$ cat src/rtl/mac_row_acc.sv
// Row of `col` MAC lanes: one unsigned activation broadcast against per-lane signed
// weights, accumulated over a programmable-length vector through a 2-stage pipeline.
module mac_row_acc #(
    parameter int bw      = 4,
    parameter int psum_bw = 16,
    parameter int col     = 8,
    parameter int cnt_bw  = 8
) (
    input  logic                     clk,
    input  logic                     reset,
    input  logic                     in_valid,
    input  logic [bw-1:0]            in_a,
    input  logic [col*bw-1:0]        in_w,
    input  logic [cnt_bw-1:0]        acc_len,
    input  logic                     sat_en,
    input  logic                     clear,
    output logic                     out_valid,
    output logic [col*psum_bw-1:0]   out_psum,
    output logic                     busy
);
    localparam logic [cnt_bw-1:0]         one_c   = cnt_bw'(1);
    localparam logic signed [psum_bw-1:0] sat_max = {1'b0, {(psum_bw-1){1'b1}}};
    localparam logic signed [psum_bw-1:0] sat_min = {1'b1, {(psum_bw-1){1'b0}}};

    logic [cnt_bw-1:0]         cnt_q, cnt_d, len_q, len_d, eff_len;
    logic                      sat_q, sat_d, busy_q, busy_d;
    logic                      accept, first, last;
    logic                      p_valid_q, p_valid_d, p_first_q, p_first_d;
    logic                      p_last_q, p_last_d, p_sat_q, p_sat_d;
    logic signed [psum_bw-1:0] prod_q [col];
    logic signed [psum_bw-1:0] prod_d [col];
    logic signed [psum_bw-1:0] acc_q  [col];
    logic signed [psum_bw-1:0] acc_d  [col];
    logic                      a_last_q, a_last_d, out_valid_q, out_valid_d;
    logic [col*psum_bw-1:0]    out_psum_q, out_psum_d;

    // Activation is zero-extended so the product is a plain signed multiply.
    function automatic logic signed [psum_bw-1:0] lane_mul(input logic [bw-1:0] a,
                                                           input logic signed [bw-1:0] w);
        logic signed [2*bw-1:0] p;
        p = (2*bw)'($signed({1'b0, a})) * (2*bw)'(w);
        lane_mul = psum_bw'(p);
    endfunction

    // One extra guard bit detects overflow; clamp only when saturation is enabled.
    function automatic logic signed [psum_bw-1:0] acc_add(input logic signed [psum_bw-1:0] a,
                                                          input logic signed [psum_bw-1:0] b,
                                                          input logic sat);
        logic [psum_bw:0] s;
        s = {a[psum_bw-1], a} + {b[psum_bw-1], b};
        if (sat && (s[psum_bw] != s[psum_bw-1])) begin
            acc_add = s[psum_bw] ? sat_min : sat_max;
        end else begin
            acc_add = s[psum_bw-1:0];
        end
    endfunction

    // Beat counting and stage P: length/saturation mode latched on the first beat.
    always_comb begin
        accept    = in_valid && !clear;
        first     = (cnt_q == '0);
        eff_len   = first ? ((acc_len == '0) ? one_c : acc_len) : len_q;
        last      = ((cnt_q + one_c) == eff_len);
        cnt_d     = cnt_q;
        len_d     = len_q;
        sat_d     = sat_q;
        busy_d    = busy_q;
        if (clear) begin
            cnt_d  = '0;
            busy_d = 1'b0;
        end else if (in_valid) begin
            cnt_d  = last ? '0 : cnt_q + one_c;
            busy_d = !last;
            if (first) begin
                len_d = eff_len;
                sat_d = sat_en;
            end else begin
                len_d = len_q;
            end
        end else begin
            cnt_d = cnt_q;
        end
        p_valid_d = accept;
        p_first_d = first;
        p_last_d  = last;
        p_sat_d   = first ? sat_en : sat_q;
        for (int k = 0; k < col; k++) begin
            prod_d[k] = accept ? lane_mul(in_a, in_w[k*bw +: bw]) : prod_q[k];
        end
    end

    // Stage A and output register; a final sum already in acc_q survives clear.
    always_comb begin
        a_last_d = 1'b0;
        for (int k = 0; k < col; k++) begin
            acc_d[k] = acc_q[k];
        end
        if (clear) begin
            for (int k = 0; k < col; k++) begin
                acc_d[k] = '0;
            end
        end else if (p_valid_q) begin
            for (int k = 0; k < col; k++) begin
                acc_d[k] = p_first_q ? prod_q[k] : acc_add(acc_q[k], prod_q[k], p_sat_q);
            end
            a_last_d = p_last_q;
        end else begin
            a_last_d = 1'b0;
        end
        out_valid_d = a_last_q;
        out_psum_d  = out_psum_q;
        if (a_last_q) begin
            for (int k = 0; k < col; k++) begin
                out_psum_d[k*psum_bw +: psum_bw] = acc_q[k];
            end
        end else begin
            out_psum_d = out_psum_q;
        end
    end

    // State registers with synchronous reset.
    always_ff @(posedge clk) begin
        if (reset) begin
            cnt_q       <= '0;
            len_q       <= '0;
            sat_q       <= 1'b0;
            busy_q      <= 1'b0;
            p_valid_q   <= 1'b0;
            p_first_q   <= 1'b0;
            p_last_q    <= 1'b0;
            p_sat_q     <= 1'b0;
            a_last_q    <= 1'b0;
            out_valid_q <= 1'b0;
            out_psum_q  <= '0;
            for (int k = 0; k < col; k++) begin
                prod_q[k] <= '0;
                acc_q[k]  <= '0;
            end
        end else begin
            cnt_q       <= cnt_d;
            len_q       <= len_d;
            sat_q       <= sat_d;
            busy_q      <= busy_d;
            p_valid_q   <= p_valid_d;
            p_first_q   <= p_first_d;
            p_last_q    <= p_last_d;
            p_sat_q     <= p_sat_d;
            a_last_q    <= a_last_d;
            out_valid_q <= out_valid_d;
            out_psum_q  <= out_psum_d;
            for (int k = 0; k < col; k++) begin
                prod_q[k] <= prod_d[k];
                acc_q[k]  <= acc_d[k];
            end
        end
    end

    assign out_valid = out_valid_q;
    assign out_psum  = out_psum_q;
    assign busy      = busy_q;

endmodule

$ cat config.mk
export PLATFORM = sky130hd
export DESIGN_NAME = mac_row_acc
export DESIGN_NICKNAME = d
export VERILOG_FILES = /design/src/rtl/mac_row_acc.sv
export SDC_FILE = /design/constraint.sdc
export NUM_CORES = 1
export LEC_CHECK = 0
export BUFFER_PORTS_ARGS = -buffer_cell sky130_fd_sc_hd__buf_2
export CAP_MARGIN = 20
export CORE_MARGIN = 1.5
export CORE_UTILIZATION = 45
export CTS_CLUSTER_DIAMETER = 50
export DETAILED_ROUTE_END_ITERATION = 16
export GPL_TIMING_DRIVEN = 0
export PLACE_DENSITY = 0.72
export SETUP_SLACK_MARGIN = 0.02
export SYNTH_ARGS = -nofsm -noshare
export SYNTH_HDL_FRONTEND = slang
export SYNTH_SLANG_ARGS = --single-unit
$ cat constraint.sdc
create_clock -name clk -period 6.45 [get_ports clk]
set_input_delay 0.3225 -clock clk [delete_from_list [all_inputs] [get_ports clk]]
set_output_delay 0.3225 -clock clk [all_outputs]
set_load 0.05 [all_outputs]
## Word-level counts from Yosys, hierarchy flattened

Memories as Yosys holds them, arrays and structs flattened.
Index checks and enable logic that the tools add are counted.

| word-level totals | value |
|---|---|
| flip-flop bits (word level) | 152 |
| bits in latches | 0 |
| bits in writable memories | 256 |
| bits in read-only memories | 0 |
| input bits | 49 |
| output and inout bits | 130 |
| logic and storage cells | 131 |
| memories | 2 |

| cells by class | value |
|---|---|
| add/subtract/negate cells | 9 |
| multipliers | 8 |
| div/mod/pow operators | 0 |
| $lt $le $gt $ge | 0 |
| equality and inequality tests | 9 |
| shift operators | 0 |
| multiplexer cells | 57 |
| bitwise operators | 18 |
| reduce and logical (&&, ||, !) cells | 17 |

Memories:

| memory | words | width | rd ports | clocked after Yosys merged registers in | write ports | RTL line | RTL |
|---|---|---|---|---|---|---|---|
| acc_q | 8 | 16 | 8 | 0 | 8 | 32 | `logic signed [psum_bw-1:0] acc_q [col];` |
| prod_q | 8 | 16 | 8 | 0 | 8 | 30 | `logic signed [psum_bw-1:0] prod_q [col];` |

Operator list:

| kind | number |
|---|---|
| $mux W16 | 48 |
| $mux W128 | 2 |
| $add A16 B16 Y17 | 8 |
| $mul A5 B4 Y8 | 8 |
| $mux W8 | 3 |
| $logic_not A8 Y1 | 2 |
| $or A1 B1 Y1 | 16 |
| $logic_and A1 B1 Y1 | 9 |
| $add A8 B1 Y8 const B | 1 |
| $eq A8 B8 Y1 | 1 |
| $ne A1 B1 Y1 | 8 |
| $mux W1 | 4 |
| $reduce_and A3 Y1 | 1 |
| $reduce_or A3 Y1 | 1 |
| $logic_not A1 Y1 | 2 |
| $not A1 Y1 | 2 |
| $reduce_and A2 Y1 | 1 |
| $reduce_or A2 Y1 | 1 |

## Longest topological paths before layout

Gate-level depths: netlist of the first run.

| logic depth | value |
|---|---|
| word-level depth | 8 |
| gate-level depth with buffers | 16 |
| depth with buffers taken out | 15 |

## Worst setup path after synthesis of the first run

OpenSTA, ideal clock, no wires.

| path | value |
|---|---|
| path kind | input to register |
| from | input port in_a[2] |
| to | memory prod_q[3][14] (netlist: prod_q[0][62]) |
| library setup time | 70 ps |
| arrival time | 3428 ps |
| data required time | 6380 ps |
| path slack | 2951 ps |
| stages on the path | 13 |
| path buffers | 1 |
| cell sequence | clkbuf_1 -> nand2_1 -> fa_1 -> fa_1 -> inv_1 -> fa_1 -> ha_1 -> fa_1 -> a21o_1 -> a21oi_1 -> xnor2_1 -> nand2_1 -> a21oi_1 |

RTL lines:

| what | RTL line | RTL |
|---|---|---|
| from (decl) | 12 | `input logic [bw-1:0] in_a,` |
| to (decl) | 30 |  |

==> summary.md, run 1 <==
| Metric | Value |
|---|---|
| Fin Setup TNS | 0 ns |
| Initial DRT Pass Iterations | 5 |
| Tot Pwr | 5810 µW |
| CTS root buf | clkbuf_16 |
| Synth top cells by count | dfxtp_1 (344), a21oi_1 (264), ha_1 (250) |
| H-tree levels | 2 |
| Routed Antenna Nets | 0 |
| Slowest stage delay, CP | 0.86 ns |
| Num ports | 179 |
| Crit path kind | flip-flop to flip-flop |
| First-pass GRT wire length | 114,000 µm |
| Crit. End Element | flip-flop |
| Leakage power | 0.0116 µW |
| Synth cell types | 87 |
| Seq cells post-synth | 344 |
| Clk sinks | 344 |
| DRC violations left | 0 |
| Part of the cycle the worst path needs | 58.7% |
| Via count | 21.4k |
| Post-CTS Setup Bufs | 0 |
| Cts bufs inserted | 45 |
| GPL Wtd Cong | 0.922 |
| Syn avg cell area | 8.58 µm² |
| Reg2reg setup slack | 2.67 ns |
| CTS Buffer Depth | 3 |
| Crit path DAT | 4.23 ns |
| Endpoints failing hold | 0 |
| Slack of the critical path | 2.67 ns |
| Int Pwr | 4130 µW |
| Main flop type after synthesis | dfxtp_1 |
| Sequential cell area fraction in the yosys report | 29.7% |
| WL final | 72,800 µm |
| Final nets | 3,276 |
| Clock Pin Slew Worst Setup and Hold Paths | 0.06 ns |
| DR WL/cell | 20.0 µm |
| Total track usage | 27.1% |
| Core Box Area | 50,500 µm² |
| Min-delay worst type | primary input to flip-flop |
| Worst Path Required | 6.89 ns |
| Synth area leader | dfxtp_1 |
| CP max-delay cell | nor3_1 |
| Reg2reg path depth | 9 |
| Syn Inst Count | 2,698 |
| Crit-path cells | ha_1 -> a21o_1 -> a21o_1 -> a21oi_1 -> o221ai_1 -> o31ai_1 -> nor4_1 -> nor3_1 -> o22ai_1 |
| Clk pwr share | 45.6% |
| Die X | 230 µm |
| Vias per inst | 5.87 |
| PwrDens | 219 nW/µm² |
| Peak supply drop | 164 µV |
| EDFF count, synth | 0 |
| Critical path buffer and inverter count | 0 |
| Largest net degree at the start of global routing | 15 |
| Die height | 230 µm |
| Die area | 52,800 µm² |
| CTS tree | done |
| Status | complete, no violations |
| HPWL Detailed | 55,000 µm |
| Worst-Skew Late Latency | 0.60 ns |
| Total congestion overflow | 0 |
| RSZ-0062 raised after global routing | false |
| Worst Path Max Fanout | 13 |
| Pre-CTS setup slack | 2.27 ns |
| Skew final | 0.0263 ns |
| Worst Hold Depth | 3 |
| Worst relative slew slack | 26.9% |
| Most used cell, CP | a21o_1 |
| Startpoint type of the worst setup path | flip-flop |
| Stages on the worst setup path | 9 |
| F_max | 264 MHz |
| PortBufs | 177 |
| Vias in the first global route | 20.7k |
| Top cells by area, synth | dfxtp_1 (30%), ha_1 (14%), mux2i_1 (6.3%) |
| Layout cells sized above 1 | 11.0% |
| Ys async rst share | 0% |
| Row cnt | 82 |
| Tmin final | 3.78 ns |
| Mapped Nets | 3,045 |
| Psw | 1680 µW |
| Area share of the largest cell type after synthesis | 29.7% |
| Dominant cell by count in the synthesized netlist | dfxtp_1 |
| Net Sw Frac | 28.9% |
| DR iter-0 viols | 1,666 |
| Syn-to-layout area delta | 14.6% |
| Comb power frac | 15.5% |
| Initial Utilization | 45.9% |
| Yosys warns | 0 |
| Initial antenna violation count | 14 |
| Max cap viols | 0 |
| Crit path max-delay family | compound AO/OA/AOI/OAI gates |
| Pins Over Slew Limit | 0 |
| Final setup fails | 0 |
| Seq pwr share | 38.8% |
| Mapped cell area | 23,200 µm² |
| Worst-Margin Slew | 1.10 ns |
[state kept, by name (all words and copies together) (netlist names)]
name       cells
cnt_q          8
p_last_q       1
p_sat_q        1
busy           1
p_valid_q      1
acc_q        128
out_valid      1
out_psum     128
len_q          8
prod_q        64
a_last_q       1
sat_q          1
p_first_q      1
[placed cells by master, fill, tap and decap left out, types with 23 or more instances in the layout]
cell type and n:
ha_1 250, xnor2_1 96, clkbuf_1 97, fa_1 48, nand2b_1 59, a21oi_1 264, and2_1 55, xor2_1 33
o221ai_1 59, mux2i_1 146, o21a_1 24, dfxtp_1 344, nor2_1 228, buf_1 23, a21o_1 58, o21ai_0 124
clkbuf_16 47, inv_1 113, nor2b_1 38, nand2_1 240, nor3_1 42, buf_2 184, nand3_1 56
[final cells by class]
| type | instances | area [µm²] |
|---|---|---|
| diodes | 5 | 12.5 |
| plain buffers | 127 | 515 |
| clock buffers | 55 | 1250 |
| clock inverters | 27 | 322 |
| fillers | 4685 | 24000 |
| inverters | 113 | 424 |
| multi-input cells | 2114 | 15300 |
| flip-flops and latches | 344 | 6890 |
| well taps | 672 | 841 |
| repair buffers | 184 | 951 |
[stage by stage]
stage	area [µm²]	util [%]	hold WS, ns	cells
global route	26500	52.5	0.0160	3639
floorplan	23200	-	0.436	2698
global placement	24900	49.3	0.441	3547
finish	26500	52.6	0.0129	3641
CTS	26500	52.5	0.00120	3635
detailed placement	24900	49.3	0.447	3548
[tightest hold or removal path: stages]
cell,delay (ns)
buf_2,0.11
nand2_1,0.05
a21oi_1,0.06
[final timing paths]
kind,from,end
worst max register to register,prod_q[0][47],acc_q[0][42]
worst min register to register,p_last_q,a_last_q
worst min-delay path,acc_len[2],len_q[2]
worst max-delay path,prod_q[0][47],acc_q[0][42]
[logic make-up (layout without fill, tap and decap cells)]
group                    count (synthesis)  after routing  share of synthesized area, %
AO/OA/AOI/OAI                          718            718                          20.1
adder cells (fa/ha/maj)                298            298                          17.7
AND/OR/NAND/NOR                        819            819                          17.0
other                                    0              5                             0
buffers and inverters                  240            506                          4.06
multiplexers                           149            149                          6.52
XOR/XNOR                               130            130                          4.95
flip-flops                             344            344                          29.7
[what timing repair did]
action | CTS | global route
hold buffers | 5 | 0
endpoints found under the hold margin | 5 | 0
resized for setup | 0 | 0
[power by group through the flow]
| stage | combinational (µW) | sequential (µW) | clock, µW |
|---|---|---|---|
| floorplan | 634 | 2260 | 0 |
| CTS | 889 | 2250 | 2680 |
| global route | 1000 | 2260 | 2760 |
| global placement | 843 | 2300 | 0 |
| detailed placement | 871 | 2300 | 0 |
| finish | 903 | 2260 | 2650 |
[layer usage]
metal  wire, µm  GRT usage (%)  part of all wire, %
met5        119              0                 0.16
met4       3280           12.6                  4.5
met3       5880           5.93                  8.1
met2      32300           42.8                   44
met1      31300           35.2                   43
(Power assumes the default switching activity.)
==> run 2, diff against run 1 <==
PLACE_DENSITY = 0.74   (was 0.72)
clock period = 3.1 ns   (was 6.45 ns; I/O delays follow)
==> run 2 against run 1 <==
Final area up 3.0%. Hold slack better by 0.070 ns. Power up 100%. Maximum frequency up 25%. First-iteration DRC count up 3.8%. Critical path type unchanged.
==> summary.md, run 2 (synthesis results as in run 1) <==
| Metric | Value |
|---|---|
| Status | complete, no violations |
| Clock Pin Slew Worst Setup and Hold Paths | 0.06 ns (about the same) |
| Worst Path Required | 3.55 ns (-3.34 ns) |
| Worst relative slew slack | 22.3% (-4.6 points) |
| RSZ-0062 raised after global routing | true |
| Peak supply drop | 330 µV (+100%) |
| DR WL/cell | 18.9 µm (-5.6%) |
| Min-delay worst type | primary input to flip-flop |
| Core Box Area | 50,500 µm² (unchanged) |
| Total congestion overflow | 0 (unchanged) |
| Layout cells sized above 1 | 15.0% (+4.0 points) |
| Row cnt | 82 (unchanged) |
| Total track usage | 25.5% (-1.6 points) |
| Pre-CTS setup slack | -0.606 ns (-2.87 ns) |
| F_max | 329 MHz (+25%) |
| Most frequent cells in the layout | dfxtp_1 (327), a21oi_1 (250), ha_1 (242), nand2_1 (240), nor2_1 (226) |
| Startpoint type of the worst setup path | flip-flop |
| Tmin final | 3.04 ns (-0.745 ns) |
| WL final | 69,400 µm (-4.7%) |
| Die X | 230 µm (unchanged) |
| DRC violations left | 0 (unchanged) |
| Worst-Skew Late Latency | 0.58 ns (-0.02 ns) |
| Fin Setup TNS | 0 ns (unchanged) |
| Cts bufs inserted | 40 (-11%) |
| HPWL Detailed | 51,700 µm (-6.0%) |
| Worst-Margin Slew | 1.17 ns (+0.0696 ns) |
| Initial DRT Pass Iterations | 8 (+3) |
| Vias in the first global route | 19.5k (-6.1%) |
| Post-route insts no fill | 3,675 (+0.93%) |
| DR iter-0 viols | 1,730 (+3.8%) |
| Largest net degree at the start of global routing | 15 (unchanged) |
| First-pass GRT wire length | 108,000 µm (-5.6%) |
| Crit path kind | flip-flop to flip-flop |
| Tot Pwr | 11,600 µW (+100%) |
| CTS tree | done |
| GPL Wtd Cong | 0.949 (+3.0%) |
| Die area | 52,800 µm² (unchanged) |
| Initial antenna violation count | 5 (-9) |
| Endpoints failing hold | 0 (unchanged) |
| Num ports | 179 (unchanged) |
| DP Area | 25,000 µm² (+0.35%) |
| Final setup fails | 0 (unchanged) |
| Slack of the critical path | 0.0616 ns (-2.61 ns) |
| PortBufs | 177 (unchanged) |
| Crit path DAT | 3.49 ns (-0.74 ns) |
| Cell count after placement | 3,548 (unchanged) |
| Commonest non-fill, non-tap cell in the layout | dfxtp_1 |
| Max cap viols | 0 (unchanged) |
| Worst Path Max Fanout | 7 (-6) |
| Final nets | 3,316 (+1.2%) |
| Via count | 21.2k (-0.99%) |
| Final Instance Area | 27,300 µm² (+3.0%) |
| H-tree levels | 2 (unchanged) |
| Initial Utilization | 45.9% (unchanged) |
| Die height | 230 µm (unchanged) |
| Crit. End Element | flip-flop |
| PwrDens | 425 nW/µm² (+94%) |
| Routed Antenna Nets | 0 (unchanged) |
| Fillers | 4,600 (-1.8%) |
| Vias per inst | 5.76 (-1.9%) |
| Syn-to-layout area delta | 18.0% |
| CTS Buffer Depth | 3 (unchanged) |
| Pins Over Slew Limit | 0 (unchanged) |
| Leakage power | 0.0119 µW (+2.3%) |
| Clk sinks | 344 (unchanged) |
| Part of the cycle the worst path needs | 98.0% (+39 points) |
| Skew final | 0.0180 ns (-0.00825 ns) |
| CTS root buf | clkbuf_16 |
run 2: cell types whose count changed in the layout (fill, tap and decap cells not counted), sizes merged:
cell / previous run / this run
clkbuf: 149 / 145
bufinv: 5 / 3
buf: 212 / 247
clkinvlp: 5 / 4
clkinv: 11 / 8
dlygate4sd3: 5 / 17
diode: 5 / 2
run 2: path summary, 6_finish.rpt:
path	start	end	slack [ns]	depth (start not counted)
hold / removal	in_a[0]	prod_q[1][0]	0.08	4
setup / recovery	prod_q[1][16]	acc_q[1][26]	0.06	12
hold reg to reg	len_q[7]	len_q[7]	0.45	2
setup reg to reg	prod_q[1][16]	acc_q[1][26]	0.06	12
run 2: per-stage QoR:
| step | hold slack, ns | util (%) |
|---|---|---|
| after floorplan | 0.291 | - |
| after global placement | 0.411 | 49.5 |
| after detailed placement | 0.415 | 49.5 |
| after CTS | 0.0931 | 53.1 |
| after global routing | 0.0837 | 54.1 |
| final | 0.0826 | 54.1 |
run 2: worst max-delay path: stages (launching register included):
cell and delay, ns:
dfxtp_4 0.38, ha_4 0.15, inv_1 0.05, fa_2 0.36, nor2b_2 0.17, o211ai_1 0.13
a21boi_2 0.23, o211ai_1 0.23, o31ai_4 0.33, nor4_4 0.09, or3b_4 0.43, buf_6 0.14
o221a_2 0.23
run 2: per-layer routing:
metal	part of all wire [%]	vias up	track usage, %
met1	44	9970	34.8
li1	-	10200	-
met5	0.050	-	0
met2	44	773	39.6
met4	4.4	6	10.8
met3	7.9	170	4.35
run 2: power breakdown:
part / internal, µW / total (µW) / switching (µW)
clock network: 2950 / 4970 / 2020
registers: 4530 / 4690 / 163
logic: 794 / 1940 / 1150
total: 8280 / 11600 / 3330
run 2: layout make-up:
class                      count  area, µm²  share of cell area [%]
inverter                     113        424                    1.55
clock inverter                21        240                   0.879
sequential                   344       6920                    25.3
clock buffer                  53       1170                    4.28
timing repair buffer         229       1330                    4.87
buffer                       127        598                    2.19
tap                          672        841                    3.08
multi-input combinational   2114      15800                    57.8
antenna                        2       5.00                  0.0183
run 2: timing repair:
action	CTS	global route
hold buffers	17	0
setup endpoints to repair	98	119
pin swaps	10	24
hold endpoints to repair	17	0
buffers inserted	5	29
gates resized for setup	42	79
==> run 3, diff against run 2 <==
ABC_AREA = 1   (was default)
==> run 3 against run 2 <==
First-iteration DRC count increased by 8.3%. Final area increased by 7.1%. Combinational power increased by 15%. Via count increased by 19%. Sequential share of layout area decreased by 1.8 points. Maximum frequency increased by 2.0%. Critical endpoint is now acc_q[0][27]. Hold slack improved by 0.034 ns. Non-clock buffer count decreased by 3. Critical path depth decreased by 7.
==> summary.md, run 3 <==
| Metric | Value |
|---|---|
| Tot Pwr | 12,500 µW (+7.6%) |
| Total congestion overflow | 0 (unchanged) |
| Peak supply drop | 350 µV (+5.9%) |
| RSZ-0062 raised after global routing | false |
| Leakage power | 0.0160 µW (+35%) |
| Clock Pin Slew Worst Setup and Hold Paths | 0.06 ns (about the same) |
| Final setup fails | 0 (unchanged) |
| Pins Over Slew Limit | 0 (unchanged) |
| Hold Crit Start | in_w[25] |
| Syn avg cell area | 6.67 µm² (-22%) |
| Clk sinks | 344 (unchanged) |
| Synth top cells by count | nand2_1 (1,025), nor2_1 (465), inv_1 (410) |
| Part of the cycle the worst path needs | 96.0% (-2.0 points) |
| CTS tree | done |
| Mapped cell area | 25,500 µm² (+10%) |
| Startpoint type of the worst setup path | flip-flop |
| Slack of the critical path | 0.123 ns (+0.0610 ns) |
| Reg2reg setup slack | 0.12 ns (+0.06 ns) |
| Commonest non-fill, non-tap cell in the layout | nand2_1 |
| Yosys warns | 0 (unchanged) |
| CTS root buf | clkbuf_16 |
| Fin Setup TNS | 0 ns (unchanged) |
| Total track usage | 27.5% (+2.0 points) |
| Synth cell types | 37 (-57%) |
| Worst-Skew Late Latency | 0.60 ns (+0.02 ns) |
| Sequential cell area fraction in the yosys report | 27.0% (-2.7 points) |
| Post-route insts no fill | 4,873 (+33%) |
| Pre-CTS setup slack | -0.513 ns (+0.0932 ns) |
| Vias in the first global route | 23.8k (+22%) |
| Top cells by area, synth | dfxtp_1 (27%), nand2_1 (15%), ha_1 (12%) |
| Vias per inst | 5.18 (-10%) |
| Status | complete, no violations |
| Min-delay worst type | primary input to flip-flop |
| DR iter-0 viols | 1,873 (+8.3%) |
| GPL Wtd Cong | 0.954 (+0.54%) |
| Max cap viols | 0 (unchanged) |
| CTS Buffer Depth | 3 (unchanged) |
| Reg-to-Reg Start | p_valid_q |
| Most frequent cells in the layout | nand2_1 (1,023), nor2_1 (465), inv_1 (409), dfxtp_1 (344), a21oi_1 (326) |
| Endpoints failing hold | 0 (unchanged) |
| Critical path buffer and inverter count | 3 (+1) |
| DR WL/cell | 16.5 µm (-13%) |
| Worst relative slew slack | 21.0% (-1.3 points) |
| Skew final | 0.0189 ns (+0.000862 ns) |
| R2r endpoint | acc_q[0][27] |
| Reg2reg path depth | 5 (-7) |
| Worst Hold Depth | 6 (+2) |
| Worst Path Max Fanout | 10 (+3) |
| Worst-Margin Slew | 1.19 ns (+0.0192 ns) |
| Crit. End Element | flip-flop |
| Crit path max-delay family | buffers and inverters |
| Crit path DAT | 3.40 ns (-0.09 ns) |
| Mapped Nets | 4,169 (+37%) |
| Synth area leader | dfxtp_1 |
| Slowest stage delay, CP | 0.91 ns (+0.48 ns) |
| Row cnt | 87 (+6.1%) |
| Dominant cell by count in the synthesized netlist | nand2_1 |
| Worst Path Required | 3.53 ns (-0.02 ns) |
| Syn-to-layout area delta | 14.8% |
| Tmin final | 2.98 ns (-0.0610 ns) |
| Final nets | 4,417 (+33%) |
| Die height | 241 µm (+4.9%) |
| EDFF count, synth | 0 (unchanged) |
| Initial antenna violation count | 19 (+14) |
| Ys async rst share | 0% (unchanged) |
| Seq cells post-synth | 344 (unchanged) |
| Die area | 58,100 µm² (+10%) |
| First-pass GRT wire length | 125,000 µm (+16%) |
| HPWL Detailed | 60,500 µm (+17%) |
| PortBufs | 174 (-1.7%) |
| Num ports | 179 (unchanged) |
| Main flop type after synthesis | dfxtp_1 |
| DRC violations left | 0 (unchanged) |
| WL final | 80,200 µm (+16%) |
| Hold Path End | prod_q[1][33] |
| Routed Antenna Nets | 0 (unchanged) |
| Core Box Area | 56,200 µm² (+11%) |
| Fillers | 5,617 (+22%) |
| F_max | 336 MHz (+2.0%) |
| Area share of the largest cell type after synthesis | 27.0% (-2.7 points) |
| Syn Inst Count | 3,822 (+42%) |
| CP max-delay cell | a21oi_1 |
| H-tree levels | 2 (unchanged) |
| Initial Utilization | 45.4% (-0.47 points) |
| Die X | 241 µm (+4.9%) |
| Crit path kind | flip-flop to flip-flop |
| Crit-path cells | clkbuf_1 -> inv_1 -> clkbuf_1 -> a21oi_1 -> a21oi_1 |
| PwrDens | 426 nW/µm² (+0.43%) |
| Layout cells sized above 1 | 10.7% (-4.3 points) |
| Initial DRT Pass Iterations | 5 (-3) |
| Largest net degree at the start of global routing | 13 (-2) |
| Cell count after placement | 4,756 (+34%) |
| Via count | 25.2k (+19%) |
| Cts bufs inserted | 48 (+20%) |
| Fin Hold WS | 0.117 ns (+0.0339 ns) |
-- run 3: tightest hold or removal path, cell delays in order --
cell and delay, ns:
buf_2 0.12, nand2_1 0.06, inv_1 0.05, ha_1 0.11, o21ai_0 0.08, a21oi_1 0.11
-- run 3: per-stage QoR --
stage	cell area, µm²	util [%]
6_report	29300	52.1
5_1_grt	29300	52.1
4_1_cts	29200	52.1
3_5_place_dp	27400	48.8
3_3_place_gp	27400	48.7
2_1_floorplan	25600	-
-- run 3: report_power, final --
| part | switching, µW | total (µW) | internal [µW] |
|---|---|---|---|
| Combinational | 1400 | 2230 | 825 |
| Sequential | 121 | 4650 | 4530 |
| Clock | 2220 | 5610 | 3390 |
-- run 3: logic make-up (layout without fill, tap and decap cells) --
logic type / Yosys count / in the layout / share of synthesized area (%)
simple gates: 1793 / 1793 / 29.5
compound gates: 668 / 668 / 13.8
xor+xnor: 125 / 125 / 4.29
other cells: 0 / 14 / 0
fa+ha+maj: 298 / 298 / 16.0
buf+inv: 594 / 875 / 9.30
flops: 344 / 344 / 27.0
-- run 3: final cells by class --
class                   count  area [µm²]  area share (%)
repair buffers            199        1140            3.88
clock buffers              58        1280            4.37
multi-input cells        2884       16300            55.6
well taps                 756         946            3.23
diodes                     14        35.0           0.120
plain buffers             154         749            2.56
clock inverters            25         327            1.12
flip-flops and latches    344        6890            23.5
inverters                 439        1650            5.64
-- run 3: how the worst max path moves through the flow --
stage | from | slack, ns | to | depth (start not counted)
2_1_floorplan | in_a[1] | -0.004 | prod_q[1][31] | 15
4_1_cts | in_a[0] | 0.11 | prod_q[1][62] | 17
3_3_place_gp | in_a[0] | -0.47 | prod_q[1][62] | 17
3_5_place_dp | in_a[0] | -0.51 | prod_q[0][15] | 17
6_report | p_valid_q | 0.12 | acc_q[0][27] | 5
5_1_grt | in_a[2] | 0.04 | prod_q[0][15] | 15
-- run 3: metal layers --
| layer | wire length (µm) | share of wire, % | global-route usage [%] | vias to the layer above |
|---|---|---|---|---|
| met5 | 69 | 0.086 | 0 | - |
| met4 | 3470 | 4.3 | 12.1 | 12 |
| met3 | 6470 | 8.1 | 5.66 | 203 |
| met2 | 35500 | 44 | 44.4 | 775 |
| met1 | 34700 | 43 | 35.3 | 11500 |
| li1 | - | - | - | 12800 |
-- run 3: repair_timing --
| item | 4_1_cts | 5_1_grt |
|---|---|---|
| endpoints found under the hold margin | 26 | 0 |
| setup endpoints to repair | 0 | 7 |
| buffers inserted | 0 | 0 |
| hold buffers | 21 | 0 |
| resized for setup | 0 | 4 |
